File: config.mk
export PLATFORM = sky130hd
export DESIGN_NAME = entropy_harvest
export DESIGN_NICKNAME = d
export VERILOG_FILES = /design/src/rtl/entropy_harvest.sv
export SDC_FILE = /design/constraint.sdc
export NUM_CORES = 1
export LEC_CHECK = 0
export ABC_CLOCK_PERIOD_IN_PS = 7400
export CAP_MARGIN = 20
export CORE_ASPECT_RATIO = 1.25
export CORE_MARGIN = 5
export CORE_UTILIZATION = 40
export DETAILED_ROUTE_END_ITERATION = 6
export PLACE_DENSITY_LB_ADDON = 0.15
export SLEW_MARGIN = 25
export SYNTH_ARGS = -nofsm -noshare
export SYNTH_HDL_FRONTEND = slang
export SYNTH_SLANG_ARGS = --single-unit
File: constraint.sdc
create_clock -name clk -period 7.4 [get_ports clk]
set_clock_uncertainty 0.15 [all_clocks]
set_input_delay 1.48 -clock clk [delete_from_list [all_inputs] [get_ports clk]]
set_output_delay 1.48 -clock clk [all_outputs]
set_load 0.03 [all_outputs]
File: src/rtl/entropy_harvest.sv
// Entropy harvester: samples a serial raw-bit stream, runs a repetition-count
// health test, optionally von Neumann debiases, packs bits MSB-first into
// WIDTH-bit words and buffers them in a DEPTH-word FIFO behind a valid/ready read port.
// Ports: clk/rst (async active-high); e_bit/en raw sample input; clr sync flush;
//        rd_ready/rd_valid/rd_data read port; fill, fault, drop_cnt status.
module entropy_harvest #(
  parameter int WIDTH     = 16,
  parameter int DEPTH     = 4,
  parameter int DEBIAS    = 1,
  parameter int REP_LIMIT = 32
) (
  input  logic                       clk,
  input  logic                       rst,
  input  logic                       e_bit,
  input  logic                       en,
  input  logic                       clr,
  input  logic                       rd_ready,
  output logic                       rd_valid,
  output logic [WIDTH-1:0]           rd_data,
  output logic [$clog2(DEPTH+1)-1:0] fill,
  output logic                       fault,
  output logic [7:0]                 drop_cnt
);

  localparam int PW = $clog2(DEPTH);
  localparam int CW = $clog2(WIDTH);
  localparam int FW = $clog2(DEPTH+1);

  logic [7:0]       run;
  logic             last;
  logic             phase;
  logic             a;
  logic [WIDTH-1:0] acc;
  logic [CW-1:0]    cnt;
  logic [PW-1:0]    wp;
  logic [PW-1:0]    rp;
  logic [WIDTH-1:0] mem [DEPTH];

  logic             sample;
  logic [7:0]       run_nxt;
  logic             trip;
  logic             emit;
  logic             ebit;
  logic [WIDTH-1:0] word;
  logic             push;
  logic             pop;
  logic             full;
  logic             wr;
  logic             drop;
  logic [FW-1:0]    fill_nxt;

  always_comb begin
    sample  = en & ~clr & ~fault;
    run_nxt = (run == 8'd0 || e_bit != last) ? 8'd1 : run + 8'd1;
    // The bit that completes a forbidden run is swallowed, not emitted.
    trip    = sample && (run_nxt == 8'(REP_LIMIT));
    emit    = 1'b0;
    ebit    = e_bit;
    if (DEBIAS != 0) begin
      emit = sample & ~trip & phase & (e_bit != a);
      ebit = a;
    end else begin
      emit = sample & ~trip;
    end
    word = {acc[WIDTH-2:0], ebit};
    push = emit && (cnt == CW'(WIDTH-1));
    pop  = rd_valid & rd_ready & ~clr;
    full = (fill == FW'(DEPTH));
    // A simultaneous pop frees the slot, so a push into a full FIFO still lands.
    wr   = push & (~full | pop);
    drop = push & full & ~pop;
    fill_nxt = fill;
    if (wr && !pop)      fill_nxt = fill + FW'(1);
    else if (!wr && pop) fill_nxt = fill - FW'(1);
  end

  always_ff @(posedge clk or posedge rst) begin
    if (rst) begin
      run      <= '0;
      last     <= 1'b0;
      phase    <= 1'b0;
      a        <= 1'b0;
      acc      <= '0;
      cnt      <= '0;
      wp       <= '0;
      rp       <= '0;
      fill     <= '0;
      rd_valid <= 1'b0;
      fault    <= 1'b0;
      drop_cnt <= '0;
    end else if (clr) begin
      run      <= '0;
      last     <= 1'b0;
      phase    <= 1'b0;
      a        <= 1'b0;
      acc      <= '0;
      cnt      <= '0;
      wp       <= '0;
      rp       <= '0;
      fill     <= '0;
      rd_valid <= 1'b0;
      fault    <= 1'b0;
      drop_cnt <= '0;
    end else begin
      if (sample) begin
        last <= e_bit;
        run  <= run_nxt;
        if (trip) fault <= 1'b1;
        else begin
          phase <= ~phase;
          if (!phase) a <= e_bit;
        end
      end
      if (emit) begin
        acc <= word;
        cnt <= push ? '0 : cnt + CW'(1);
      end
      if (wr)  wp <= wp + PW'(1);
      if (pop) rp <= rp + PW'(1);
      fill     <= fill_nxt;
      rd_valid <= (fill_nxt != '0);
      if (drop && drop_cnt != 8'hFF) drop_cnt <= drop_cnt + 8'd1;
    end
  end

  // Storage needs no reset: rd_data is forced to 0 whenever the FIFO is empty.
  always_ff @(posedge clk) begin
    if (wr && !rst) mem[wp] <= word;
  end

  assign rd_data = rd_valid ? mem[rp] : '0;

endmodule

==> results.ini <==
[run_status]
status = completed

[finish]
fin_cells = 574
syn2layout_area_growth_pct = 16.0
drive_above_1_share_pct = 10.7
insertedDiodeCount = 0
postLayoutCellArea_um2 = 5720
fin_nets = 422
layout_common_cells = 64 x edfxtp_1, 47 x nor2_1, 47 x dfrtp_1
final_common_cell = edfxtp_1

[power]
clockPowerShare_pct = 39.5
p_per_area_nw_per_um2 = 196
power_frac_comb_pct = 2.2
swShare_pct = 20.8
ir_drop_mv = 0.134
power.switching_w = 0.000233
internal_power_w = 0.000887
power_w = 0.00112
p_seq_share_pct = 58.3
leakagePower_nw = 2.31

[min_path]
min_from = cnt[2]$_DFFE_PP0P_
holdPathStages = 1
min_to = cnt[2]$_DFFE_PP0P_
hold_path_class = flop to flop

[clocking]
cts_root_buffer = clkbuf_16
numCtsBuffers = 9
hold_buffers = 0
path_clk_slew_ns = 0.07
clock_path_buffers = 2
htree_levels = 3
clk_latency_ns = 0.34
post-cts-setup-buffer-count = 0
cts_tree = built
clock_sinks = 111
cts_resized = 0

[grt]
grt_pass1_vias = 2927
antenna_found_initial = 0
grt_overflow_total = 0
grtUsageTotal_pct = 12.9
grt_pass1_wl_um = 14800
grt_max_degree = 48

[yosys]
synth_top_family_by_area = simple AND/OR/NAND/NOR gates
synth_area_um2 = 4930
ys_seq_area_share_pct = 62.8
avgSynthCellArea_um2 = 13.3
yosys_warnings = 0
synth_seq_cells = 111
synthAdderAreaFrac_pct = 2.79
synthSimpleGateAreaFrac_pct = 13.0
synth_xor_area_share_pct = 2.84
synth_compound_area_share_pct = 4.21
muxShareOfSynthArea_pct = 12.0
syn-num-nets = 389
yosysUniqueCellTypes = 40
syn_inst = 372

[worst_setup_path]
ff2ff_path_depth = 8
crit_buf_inv = 1
cp-start-kind = input port
rr_endpoint = mem[0][1]$_DFFE_PP_
slowest_stage = clkdlybuf4s50_1
crit_chain = clkdlybuf4s50_1 -> nor2_1 -> nor2_1 -> or4_1 -> nor2_2
crit_cells = 5
cp-end-kind = flop
crit_type = input port to flop
rr_startpoint = run[0]$_DFFE_PP0P_
crit_fanout = 27
slowest_delay_ns = 0.89
r2r_slack_ns = 3.91
worstPathRequired_ns = 7.22
cp.arrival_ns = 4.46
crit_family = simple AND/OR/NAND/NOR gates
cpMostUsedCell = nor2_1

[detailed_routing]
dr.pass1.iters = 4
via_count = 2910
post_drt_wl_per_cell_um = 15.4
wl_um = 8840
drc_errors = 0
final_antenna_net_count = 0
first_iter_violations = 99
routed_via_density = 5.07

[placement]
dp.cells = 558
placed_cell_area_um2 = 5450
numPortBuffers = 34
gp_congestion = 0.791
dpl.hpwl_um = 5790

[timing]
slew_headroom_pct = 38.4
achievable-frequency_mhz = 215
final_hold_viol_count = 0
layout_min_cycle_time_ns = 4.64
setup_viol = 0
tns_ns = 0
min_period_over_period_pct = 62.7
tightest_slew_ns = 0.921
grt_setup_unrepaired = false
maxSlewViolCount = 0

[floorplan]
start_util_pct = 40.8
die_w_um = 109
dieArea_um2 = 14700
core-area_um2 = 12100
fp-row-count = 45
die_y_um = 134
pin_count = 35

[job]
max-cap-violations = 0

## logic make-up after synthesis
logic type | Yosys count
AOI/OAI and AO/OA | 35
xor gates and xnor gates | 16
adders and majority gates | 11
buffers and inverters | 31
DFF | 111
muxes | 39
and+or+nand+nor | 129
## metal layers
metal	vias up	track usage, %	routed length [um]
met5	-	0	0
met4	0	6.79	278
met3	21	1.93	274
met2	49	19.8	4200
met1	1438	17.7	4090
li1	1402	-	-
## layout make-up
type	count	area (um2)
clock inverters	7	46.3
repair buffers	38	370
well taps	164	205
inverters	15	57.6
multi-input cells	230	1720
flip-flops and latches	111	3100
fillers	1090	6380
clock buffers	9	225
## worst max path at each step
stage	start	to	slack [ns]
finish	clr	mem[0][1]$_DFFE_PP_	2.76
global route	clr	mem[0][13]$_DFFE_PP_	2.48
CTS	clr	mem[0][13]$_DFFE_PP_	2.71
detailed placement	clr	mem[0][9]$_DFFE_PP_	2.34
global placement	clr	mem[0][9]$_DFFE_PP_	2.43
floorplan	rd_ready	mem[0][0]$_DFFE_PP_	3.62
## cell usage after synthesis
cell | count | share of area, %
nor3_1 | 8 | 0.81
nand2_1 | 17 | 1.3
o21ai_0 | 14 | 1.4
or2_2 | 1 | 0.13
buf_2 | 1 | 0.10
dfrtp_1 | 47 | 24
and2_1 | 16 | 2.0
mux4_2 | 16 | 7.3
a21oi_1 | 10 | 1.0
inv_1 | 15 | 1.1
o21ai_2 | 1 | 0.18
a211oi_1 | 1 | 0.15
nor4_1 | 2 | 0.25
a31oi_1 | 1 | 0.13
ha_1 | 11 | 2.8
clkbuf_1 | 14 | 1.1
or3b_2 | 1 | 0.18
and3_1 | 3 | 0.38
mux2i_1 | 23 | 4.7
and3_4 | 1 | 0.23
and3b_1 | 1 | 0.18
nand2b_1 | 4 | 0.51
o21a_1 | 1 | 0.15
nand3_1 | 10 | 1.0
or4_1 | 2 | 0.30
o31ai_1 | 3 | 0.46
a211o_1 | 1 | 0.18
buf_4 | 1 | 0.15
o32ai_1 | 1 | 0.18
nor2b_1 | 4 | 0.51
nor3b_1 | 2 | 0.30
or3_1 | 6 | 0.76
xnor2_1 | 11 | 2.0
nor2_1 | 49 | 3.7
xor2_1 | 5 | 0.89
edfxtp_1 | 64 | 39
a31o_2 | 1 | 0.18
or4b_1 | 1 | 0.20
nand3b_1 | 1 | 0.15
a311oi_1 | 1 | 0.18
## state kept, by name, indices dropped and copies added (netlist names), 2 cells and up
signal and flops:
run 8, fill 3, drop_cnt 8, cnt 4, acc 15, rp 2
mem 64, wp 2
## stage by stage
stage | util (%) | setup WS, ns | hold WS (ns)
floorplan | - | 3.62 | 0.323
global placement | 45.0 | 2.43 | 0.350
detailed placement | 45.0 | 2.34 | 0.360
CTS | 47.3 | 2.71 | 0.372
global route | 47.3 | 2.48 | 0.404
finish | 47.3 | 2.76 | 0.363
## power groups by stage
stage | Sequential, W | Clock (W) | Combinational (W)
6_report | 0.000653 | 0.000443 | 0.0000243
5_1_grt | 0.000653 | 0.000483 | 0.0000279
4_1_cts | 0.000653 | 0.000459 | 0.0000253
3_5_place_dp | 0.000666 | 0 | 0.0000251
3_3_place_gp | 0.000666 | 0 | 0.0000248
2_1_floorplan | 0.000666 | 0 | 0.0000170
(Power assumes the default switching activity.)
